===== src/rtl/mux16_rr_arbiter_if.sv =====
`default_nettype none
// ============================================================================
// Module   : mux16_rr_arbiter_if
// Brief    : Request/data/grant bundle between 16 requesters and the arbiter.
// Revision : 1.0 - initial release
// ============================================================================
interface mux16_rr_arbiter_if;
    logic [15:0] req;
    logic [15:0] din;
    logic [15:0] gnt;
    logic [3:0]  sel;
    logic        busy;
    logic        switch;
    logic        y;

    modport master (
        output req,
        output din,
        input  gnt,
        input  sel,
        input  busy,
        input  switch,
        input  y
    );

    modport slave (
        input  req,
        input  din,
        output gnt,
        output sel,
        output busy,
        output switch,
        output y
    );
endinterface
`default_nettype wire


===== src/rtl/mux16_rr_arbiter.sv =====
`default_nettype none
// ============================================================================
// Module   : mux16_rr_arbiter
// Brief    : Round-robin owner selection for a shared 1-bit 16:1 mux datapath.
// Revision : 1.0 - initial release
// ============================================================================

module mux16_sel (
    input  wire logic [15:0] i_din,
    input  wire logic [3:0]  i_sel,
    output logic             o_y
);
    assign o_y = i_din[i_sel];
endmodule

module mux16_rr_arbiter #(
    parameter int MAX_HOLD = 8
) (
    input  wire logic         clk,
    input  wire logic         rst_n,
    mux16_rr_arbiter_if.slave bus
);
    localparam int c_hw = $clog2(MAX_HOLD + 1);
    localparam logic [c_hw-1:0] c_hold_max  = c_hw'(MAX_HOLD);
    localparam logic [c_hw-1:0] c_hold_last = c_hw'(MAX_HOLD - 1);
    localparam logic [c_hw-1:0] c_hcnt_one  = c_hw'(1);

    typedef enum logic [0:0] {
        ST_IDLE  = 1'b0,
        ST_GRANT = 1'b1
    } state_t;

    state_t          r_state, w_state;
    logic [3:0]      r_ptr, w_ptr;
    logic [c_hw-1:0] r_hcnt, w_hcnt;
    logic [15:0]     r_gnt, w_gnt;
    logic [3:0]      r_sel, w_sel;
    logic            r_busy, w_busy;
    logic            r_switch, w_switch;

    logic [15:0]     w_others;
    logic [4:0]      w_pick_all;
    logic [4:0]      w_pick_oth;
    logic            w_release;
    logic            w_rotate;
    logic            w_grant;
    logic [3:0]      w_owner;
    logic            w_y;

    // Returns {found, index} of the first set bit scanning start, start+1, ... mod 16.
    function automatic logic [4:0] rr_pick(input logic [15:0] mask, input logic [3:0] start);
        logic [4:0] res;
        logic [3:0] idx;
        res = '0;
        for (int k = 15; k >= 0; k--) begin
            idx = start + 4'(k);
            if (mask[idx]) res = {1'b1, idx};
        end
        return res;
    endfunction

    always_comb begin
        w_others   = bus.req & ~r_gnt;
        w_pick_all = rr_pick(bus.req, r_ptr);
        w_pick_oth = rr_pick(w_others, r_ptr);
        w_release  = !bus.req[r_sel];
        // A saturated (previously uncontended) owner yields as soon as a competitor appears.
        w_rotate   = (r_hcnt >= c_hold_last) && (|w_others);

        w_state  = r_state;
        w_ptr    = r_ptr;
        w_hcnt   = r_hcnt;
        w_gnt    = r_gnt;
        w_sel    = r_sel;
        w_busy   = r_busy;
        w_switch = 1'b0;
        w_grant  = 1'b0;
        w_owner  = '0;

        case (r_state)
            ST_IDLE: begin
                if (w_pick_all[4]) begin
                    w_grant = 1'b1;
                    w_owner = w_pick_all[3:0];
                end
            end
            ST_GRANT: begin
                if (w_release || w_rotate) begin
                    if (w_pick_oth[4]) begin
                        w_grant = 1'b1;
                        w_owner = w_pick_oth[3:0];
                    end else begin
                        w_state = ST_IDLE;
                        w_gnt   = '0;
                        w_busy  = 1'b0;
                    end
                end else if (r_hcnt != c_hold_max) begin
                    w_hcnt = r_hcnt + c_hcnt_one;
                end
            end
            default: begin
                w_state = ST_IDLE;
                w_gnt   = '0;
                w_busy  = 1'b0;
            end
        endcase

        if (w_grant) begin
            w_state  = ST_GRANT;
            w_gnt    = 16'd1 << w_owner;
            w_sel    = w_owner;
            w_busy   = 1'b1;
            w_switch = 1'b1;
            w_ptr    = w_owner + 4'd1;
            w_hcnt   = '0;
        end
    end

    always_ff @(posedge clk or negedge rst_n) begin
        if (!rst_n) begin
            r_state  <= ST_IDLE;
            r_ptr    <= '0;
            r_hcnt   <= '0;
            r_gnt    <= '0;
            r_sel    <= '0;
            r_busy   <= 1'b0;
            r_switch <= 1'b0;
        end else begin
            r_state  <= w_state;
            r_ptr    <= w_ptr;
            r_hcnt   <= w_hcnt;
            r_gnt    <= w_gnt;
            r_sel    <= w_sel;
            r_busy   <= w_busy;
            r_switch <= w_switch;
        end
    end

    mux16_sel u_mux (
        .i_din (bus.din),
        .i_sel (r_sel),
        .o_y   (w_y)
    );

    assign bus.gnt    = r_gnt;
    assign bus.sel    = r_sel;
    assign bus.busy   = r_busy;
    assign bus.switch = r_switch;
    assign bus.y      = w_y;
endmodule
`default_nettype wire


===== src/flat_wrapper.sv =====
// flat-port wrapper written by rule: the top's interface ports become plain ports
module mux16_rr_arbiter_flat 
#(
    parameter int MAX_HOLD = 8
)
  (clk, rst_n, bus_req, bus_din, bus_gnt, bus_sel, bus_busy, bus_switch, bus_y);
  mux16_rr_arbiter_if bus_i ();
  input  wire logic clk;
  input  wire logic rst_n;
  input wire logic [$bits(bus_i.req)-1:0] bus_req;
  input wire logic [$bits(bus_i.din)-1:0] bus_din;
  output wire logic [$bits(bus_i.gnt)-1:0] bus_gnt;
  output wire logic [$bits(bus_i.sel)-1:0] bus_sel;
  output wire logic [$bits(bus_i.busy)-1:0] bus_busy;
  output wire logic [$bits(bus_i.switch)-1:0] bus_switch;
  output wire logic [$bits(bus_i.y)-1:0] bus_y;
  assign bus_i.req = bus_req;
  assign bus_i.din = bus_din;
  assign bus_gnt = bus_i.gnt;
  assign bus_sel = bus_i.sel;
  assign bus_busy = bus_i.busy;
  assign bus_switch = bus_i.switch;
  assign bus_y = bus_i.y;
  mux16_rr_arbiter #(.MAX_HOLD(MAX_HOLD)) u_core (.clk(clk), .rst_n(rst_n), .bus(bus_i));
endmodule

===== config.mk =====
export PLATFORM = sky130hd
export DESIGN_NAME = mux16_rr_arbiter_flat
export DESIGN_NICKNAME = d
export VERILOG_FILES = /design/src/rtl/mux16_rr_arbiter_if.sv /design/src/rtl/mux16_rr_arbiter.sv /design/src/flat_wrapper.sv
export SDC_FILE = /design/constraint.sdc
export NUM_CORES = 1
export LEC_CHECK = 0
export ABC_AREA = 1
export CAP_MARGIN = 10
export CORE_MARGIN = 2
export CORE_UTILIZATION = 55
export CTS_BUF_LIST = sky130_fd_sc_hd__clkbuf_8
export DETAILED_ROUTE_END_ITERATION = 8
export GPL_TIMING_DRIVEN = 0
export PLACE_DENSITY_LB_ADDON = 0.2
export SETUP_SLACK_MARGIN = 0.3
export SLEW_MARGIN = 20
export SYNTH_ARGS = -nofsm -noshare
export SYNTH_HDL_FRONTEND = slang
export SYNTH_SLANG_ARGS = --single-unit
export TNS_END_PERCENT = 1

===== constraint.sdc =====
create_clock -name clk -period 8.2 [get_ports clk]
set_input_delay 2.05 -clock clk [delete_from_list [all_inputs] [get_ports clk]]
set_output_delay 2.05 -clock clk [all_outputs]
set_load 0.02 [all_outputs]

Yosys cells after proc, flatten, opt, wreduce, memory -nomap -nowiden
Index checks and enable logic that the tools add are counted.
{"block": "totals", "ff_bits": 31, "out_inout_bits": 23, "wordCells": 182}
{"block": "op_classes", "n_addsub": 17, "magnitude_cmp": 18, "eq_ne": 3, "n_shift": 1, "n_mux": 124, "bitwise": 3, "n_reduce_logical": 9}
{"op": "$mux 5", "n": 32}
{"op": "$bmux 1 s4", "n": 34}
{"op": "$lt 4x5->1 const B", "n": 17}
{"op": "$mux 16", "n": 4}
{"op": "$mux 1", "n": 45}
{"op": "$add 4x4->4 const B", "n": 8}
{"op": "$mux 4", "n": 7}
{"op": "$add 4x3->4 const B", "n": 4}
{"op": "$and 16x16->16", "n": 1}
{"op": "$not 16->16", "n": 1}
{"op": "$reduce_or 16->1", "n": 1}
{"op": "$shl 1x4->16 const A", "n": 1}
{"op": "$add 4x1->4 const B", "n": 3}
{"op": "$add 4x2->4 const B", "n": 2}
{"op": "$pmux 4 s2", "n": 1}
{"op": "$reduce_and 3->1", "n": 2}
{"op": "$reduce_bool 2->1", "n": 3}
{"op": "$ge 4x3->1 const B", "n": 1}
{"op": "$ne 4x4->1 const B", "n": 1}
{"op": "$ne 2x1->1 const B", "n": 1}
{"op": "$ne 2x2->1 const B", "n": 1}
{"op": "$pmux 1 s2", "n": 1}
{"op": "$logic_and 1x1->1", "n": 1}
{"op": "$logic_not 1->1", "n": 1}
{"op": "2 further kinds", "n": 2}

Longest topological paths before layout
{"block": "depth", "depth_word": 25, "mapped_depth": 35, "ltp_nobuf": 33}

By module
A second synthesis with hierarchy kept.
{"block": "unflattened", "cells_unflattened": 928, "area_unflattened_um2": 5071.1}
{"module": "mux16_rr_arbiter", "instances": 1, "cells_per_inst": 878, "area_each_um2": 4840.9, "seq_area_each_um2": 775.7}
{"module": "mux16_sel", "instances": 1, "cells_per_inst": 50, "area_each_um2": 230.2, "seq_area_each_um2": 0.0}

Least setup slack after synthesis
No wires, ideal clock.
{"block": "synth_timing", "path_type": "input to output", "from": "input port bus_din[1]", "to": "output port bus_y", "arrival_time_ns": 2.567, "required_time_ns": 6.150, "slack_ns": 3.583, "path_stages": 4, "n_path_buf": 0, "path_cell_list": "o21ai_0 o22ai_1 o211ai_1 nand2_1"}
{"block": "synth_via", "elab_chain_cells": 2}
{"element": "start: declaration", "line": "flat_wrapper.sv:11", "text": "input wire logic [$bits(bus_i.din)-1:0] bus_din;"}
{"element": "$bmux 1 s4", "line": "mux16_rr_arbiter.sv:13", "text": "assign o_y = i_din[i_sel];"}
{"element": "$mux 1 (implied by the code)", "line": "mux16_rr_arbiter.sv:13"}
{"element": "end: declaration", "line": "flat_wrapper.sv:16", "text": "output wire logic [$bits(bus_i.y)-1:0] bus_y;"}
No other way between the ends. The select of a mux whose other input is x is not followed.

Final worst setup path
{"block": "layout_timing", "from": "input port bus_din[14]", "to": "output port bus_y"}
Same word-level chain as after synthesis.

==> run_results.csv <==
group,metric,value,unit
final_layout,final_common_cell,"nand2_1",
clock_network,insertion_delay,0.28,ns
clock_network,cts.sinks,31,
setup_path,crit_chain,"clkdlybuf4s50_1 > o21ai_0 > o221ai_1 > nand3_1 > nand2_1 > clkdlybuf4s50_1",
setup_path,slowest_stage,"clkdlybuf4s50_1",
yosys,synthCells,929,
clock_network,cts-root-buf,"clkbuf_8",
yosys,syn_area_per_cell,5.56,sq um
setup_path,max_stage_delay,0.61,ns
global_routing,grt_max_degree,32,
place,hpwl,14.6,mm
run,drv_cap,0,
place,port_buffers,56,
route,wl_per_cell,16.8,microns
floorplan,core,0.00920,sq mm
timing,rsz0062_at_grt,"no",
timing,setup_violations,0,
clock_network,cts_buffers,5,
route,drc,0,
clock_network,post-cts-setup-buffers,0,
route,routed_wl,18.6,mm
floorplan,core.rowCount,35,
timing,slew_violations,0,
setup_path,path_buf_inv,2,
route,first_iter_violations,710,
route,vias_per_cell,5.89,
yosys,ys_ff_latch,31,
timing,slew_headroom,52.5,%
route,vias,6493,
clock_network,hold_buffers,0,
worst_hold_path,min_path_type,"register to register",
clock_network,clkSlewWorstSetupHoldPaths,0.06,ns
global_routing,grt_pass1_wl,30.4,mm
timing,timing.final.crit_period,5.61,ns
global_routing,grt_antenna_before_repair,0,
timing,hold_viol,0,
clock_network,cts_tree,"done",
timing,worst_pin_slew,0.713,ns
setup_path,cp_top_family,"buffers and inverters",
final_layout,mostFrequentLayoutCells,"nand2_1, nand3_1, inv_1",
floorplan,ios,57,
floorplan,die_y,101,microns
floorplan,die-area,0.0102,sq mm
outcome,status,"finished clean",
yosys,async_flop_share,100,%
global_routing,grtUsageTotal,37.8,%
setup_path,crit_path_frequent_cell,"clkdlybuf4s50_1",
timing,skew,0.00913,ns
yosys,ys_warn_count,0,
setup_path,setup.worst_path.start_class,"primary input",
clock_network,clockBufferDepth,2,
clock_network,htreeDepth,2,
place,place.gp.congestion,1.06,
yosys,synth-main-ff-cell,"dfrtp_1",
yosys,synth.net_count,978,
global_routing,grt-ovfl-total,0,
yosys,ys_seq_area_share,15.0,%
final_layout,fillerInstances,935,
yosys,synth_edf_count,0,
timing,setup_tns,0,ns
final_layout,layout-drive-gt1-share,10.4,%
route,antenna_left,0,
route,dr.pass1.iters,5,
final_layout,finalNetCount,1041,
yosys,synthDistinctLibCells,46,
setup_path,critPathArrivalTime,3.56,ns
setup_path,endpoint_kind,"output port",
final_layout,areaGrowthSynthToFinish,15.1,%
final_layout,num_antenna_cells,0,
floorplan,start_util,56.2,%
setup_path,crit_path_max_fanout,1,
timing,period_share,68.4,%
floorplan,die_w,101,microns
setup_path,required,6.15,ns
setup_path,path_class,"primary input to output port",
global_routing,grt_pass1_vias,5911,
clock_network,cts.repair.resized,0,
yosys,netlist_area,0.00517,sq mm
timing,fmax,0.178,GHz
[area by class of cell]
class / instances / area, sq um / share of cell area [%]
clock buffer: 6 / 82.6 / 1.39
sequential: 31 / 776 / 13.0
inverter: 117 / 439 / 7.38
multi-input combinational: 748 / 3720 / 62.5
tap: 111 / 139 / 2.33
timing repair buffer: 56 / 556 / 9.34
buffer: 33 / 236 / 3.97
clock inverter: 1 / 5.00 / 0.0841
[state kept, by name, summed over array words and instances, names as in the netlist]
name	count
u_core.bus.gnt	16
u_core.bus.sel	4
u_core.r_hcnt	4
u_core.r_ptr	4
u_core.bus.busy	1
u_core.bus.switch	1
u_core.r_state	1
[logic make-up after synthesis]
family | count (synthesis) | synth area share [%]
adders and majority gates | 15 | 3.63
xor gates and xnor gates | 6 | 2.54
AOI/OAI and AO/OA | 146 | 16.2
buffers and inverters | 150 | 13.1
DFF | 31 | 15.0
and+or+nand+nor | 581 | 49.5
[worst paths after layout]
| path | startpoint | end | slack, ns | depth (start not counted) |
|---|---|---|---|---|
| worst max-delay path | bus_din[14] | bus_y | 2.59 | 6 |
| worst min-delay path | u_core.bus.busy | u_core.bus.busy | 0.49 | 2 |
| worst max register to register | u_core.r_ptr[1] | u_core.r_ptr[2] | 3.67 | 30 |
| worst min register to register | u_core.bus.busy | u_core.bus.busy | 0.49 | 2 |
| max in group asynchronous | rst_n | u_core.bus.gnt[14] | 5.95 | 1 |
| min in group asynchronous | rst_n | u_core.r_hcnt[3] | 1.81 | 1 |
[through the flow]
| stage | hold WS [ns] | area (sq um) | setup slack (ns) | instances | utilization [%] |
|---|---|---|---|---|---|
| floorplan | 0.525 | 5170 | 3.58 | 929 | - |
| global placement | 0.477 | 5870 | 2.60 | 1096 | 63.8 |
| detailed placement | 0.473 | 5860 | 2.58 | 1096 | 63.8 |
| CTS | 0.494 | 5950 | 2.58 | 1103 | 64.7 |
| global route | 0.526 | 5950 | 2.47 | 1103 | 64.7 |
| finish | 0.490 | 5950 | 2.59 | 1103 | 64.7 |
[worst min-delay path, delay by kind of cell (launching register included)]
kind	cells	cell delay (ns)
DFF	1	0.35
and+or+nand+nor	2	0.11
[metal layers]
metal	GRT usage (%)	routed length, microns	vias up	share of wire (%)
met3	7.49	2100	50	11
met1	54.0	8030	2905	43
li1	-	-	3165	-
met4	11.5	478	0	2.6
met2	57.7	7980	373	43
met5	0	0	-	0
[Yosys cell counts, types with 2 or more instances]
library cell  instances  area share, %
a21oi_1              51            4.9
a21oi_2               3           0.51
a221oi_1              2           0.34
a22o_1                3           0.51
a31oi_1               5           0.61
and2_1                2           0.24
buf_2                11            1.1
buf_4                 5           0.73
buf_6                 7            1.5
clkbuf_1              7           0.51
dfrtp_1              31             15
ha_1                 15            3.6
inv_1                96            7.0
inv_2                20            1.5
nand2_1             336             24
nand2_2              17            2.1
nand2_4               5            1.1
nand3_1             166             16
nand3_2               8            1.5
nand4_1               4           0.48
nor2_1               34            2.5
nor2_2                5           0.61
nor3_1                2           0.19
o211ai_1              2           0.29
o21ai_0              43            4.2
o21ai_1              16            1.5
o21ai_2               3           0.51
o221ai_1              5           0.85
o22ai_1               6           0.73
xor2_2                2           0.63
xor2_4                2            1.1
Power is left out: the tool's default activity adds up to more than one toggle a clock period on the data nets, which glitch-free logic cannot reach.
==> edit, RTL diff (same flow settings) <==
`MAX_HOLD` is set to 8 in 2 places; all go to 32.
--- a/src/rtl/mux16_rr_arbiter.sv
+++ b/src/rtl/mux16_rr_arbiter.sv
@@ -15,5 +15,5 @@
 
 module mux16_rr_arbiter #(
-    parameter int MAX_HOLD = 8
+    parameter int MAX_HOLD = 32
 ) (
     input  wire logic         clk,
--- a/src/flat_wrapper.sv
+++ b/src/flat_wrapper.sv
@@ -2,5 +2,5 @@
 module mux16_rr_arbiter_flat 
 #(
-    parameter int MAX_HOLD = 8
+    parameter int MAX_HOLD = 32
 )
   (clk, rst_n, bus_req, bus_din, bus_gnt, bus_sel, bus_busy, bus_switch, bus_y);
Function: no difference found for any inputs over 4 cycles, from zero or initial values and one cycle with rst_n low; that may be too few to reach the edited logic, so the function may still have changed.
==> edit against the original RTL <==
Sequential cell count increased by 2; wire length increased by 3.1%; setup slack got worse by 33 ps; synthesized area decreased by 1.6%; critical path type unchanged; register-to-register slack got worse by 120 ps; largest cell class unchanged; first-iteration DRC count increased by 14%; critical endpoint unchanged; final area decreased by 0.88%.
Power is not shown: default switching activity piles up to over one toggle a cycle in this logic, so the estimate is an artifact.
==> edit: results (changes against the original RTL) <==
qor: grt.grt-ovfl-total 0 [unchanged]
qor: grt.grt_pass1_vias 6,110 [+3.4%]
qor: yosys.synth_largest_type_area_fraction 24.5% [+0.11 points]
qor: worst_hold_path.hold_path_depth 2 [unchanged]
qor: outcome.outcome complete, no violations
qor: placement.routabilityCongestion 1.01 [-4.2%]
qor: drt.vias 6,635 [+2.2%]
qor: timing.slew_worst_pin 810 ps [+96.8 ps]
qor: critical_path.crit_path_top_delay_cell clkdlybuf4s50_1
qor: yosys.synthesis.nets 977 [-0.10%]
qor: critical_path.critical_path_peak_fanout 1 [unchanged]
qor: yosys.area_contributors_post_synth nand2_1 (25%), nand3_1 (18%), dfrtp_1 (16%)
qor: cells_and_area.final_net_count 1,040 [-0.096%]
qor: clock_tree.tritoncts.num_buffers 5 [unchanged]
qor: placement.placed_cells_incl_taps 1,095 [-0.091%]
qor: grt.grt_first_pass_wirelength 30.8 mm [+1.4%]
qor: yosys.yosys_warnings 0 [unchanged]
qor: placement.placed_wire_length_estimate 15.0 mm [+2.6%]
qor: critical_path.worst_r2r_path_depth 25 [-17%]
qor: timing.clock-skew-final 8.59 ps [-0.539 ps]
qor: worst_hold_path.hp-class flip-flop to flip-flop
qor: yosys.top_cell_types_by_occurrence_after_synthesis nand2_1 (332), nand3_1 (183), inv_1 (101)
qor: critical_path.arrival 3590 ps [+30 ps]
qor: clock_tree.cell_chosen_for_the_clock_root clkbuf_8
qor: yosys.synth.lib_cells_used.distinct 47 [+2.2%]
qor: grt.grt_max_degree 34 [+6.3%]
qor: drt.drt_first_iter_violations 812 [+14%]
qor: yosys.average_instance_area_after_synthesis 5.48 um^2 [-1.5%]
qor: cells_and_area.post_route_cells_drive_above_1_share 6.75% [-3.6 points]
qor: drt.routed_via_density 6.02 [+2.2%]
qor: clock_tree.clock_tree_buf_depth 2 [unchanged]
qor: clock_tree.clock_insertion_delay_worst_skew 300 ps [+20 ps]
qor: drt.first_pass_drt_iterations 6 [+1]
qor: yosys.synth-seq-area-share 16.2% [+1.2 points]
qor: grt.grt_antenna_before_repair 0 [unchanged]
qor: grt.track_usage 39.3% [+1.5 points]
qor: drt.avgRoutedWirePerCell 17.4 um [+3.1%]
[edit: changes by cell type in the layout (fill, tap and decap cells not counted), sizes merged, moves of 4 or more]
cell / delta
a21oi: +7
buf: -5
inv: -6
nand2: -18
nand3: +9
nor2: -7
nor3: +4
o21ai: +6
[edit: logic make-up after synthesis]
kind of cell | share of synthesized area, %
xor+xnor | 1.97
flops | 16.2
compound gates | 17.8
simple gates | 48.5
buf+inv | 11.7
fa+ha+maj | 3.69
[edit: worst register-to-register path, stage by stage, from the launching register on]
cell	delay [ps]
dfrtp_1	430
buf_6	160
inv_2	100
buf_2	370
ha_1	260
clkbuf_1	510
nand3_1	190
nand3_1	120
nand2_1	110
nand2_1	100
nand2_1	130
a21oi_1	220
a21boi_0	240
o21ai_0	110
a21oi_1	130
o21ai_0	80
a21oi_1	150
o21ai_0	90
nand3_1	70
nand2_1	190
inv_1	220
ha_1	200
inv_1	60
nor2_2	170
nand2_1	80
o21ai_1	110
[edit: final cells by class]
type	count	area [um^2]
Buffer	30	175
Sequential cell	33	826
Inverter	112	422
Multi-Input combinational cell	753	3660
Fill cell	908	3210
Tap cell	111	139
Clock buffer	6	82.6
Timing Repair Buffer	56	556
Clock inverter	2	37.5
[edit: worst paths after layout]
check | from | slack (ps) | end
worst min register to register | u_core.bus.busy | 490 | u_core.bus.busy
worst max-delay path | bus_din[6] | 2560 | bus_y
max in group asynchronous | rst_n | 5930 | u_core.bus.gnt[14]
worst min-delay path | u_core.bus.busy | 490 | u_core.bus.busy
worst max register to register | u_core.r_ptr[1] | 3550 | u_core.bus.gnt[10]
min in group asynchronous | rst_n | 1800 | u_core.bus.switch
[edit: stage by stage]
stage / worst slack (ps) / area, um^2 / util, %
floorplan: 3580 / 5080 / -
CTS: 2570 / 5900 / 64.8
detailed placement: 2580 / 5780 / 63.4
finish: 2560 / 5900 / 64.8
global route: 2470 / 5900 / 64.8
global placement: 2590 / 5780 / 63.5
[edit: per-layer routing]
layer	vias to the layer above	global-route usage (%)	part of all wire, %
li1	3188	-	-
met1	2965	54.8	42
met2	407	59.0	42
met3	75	9.68	13
met4	0	14.4	3.6
met5	-	0	0
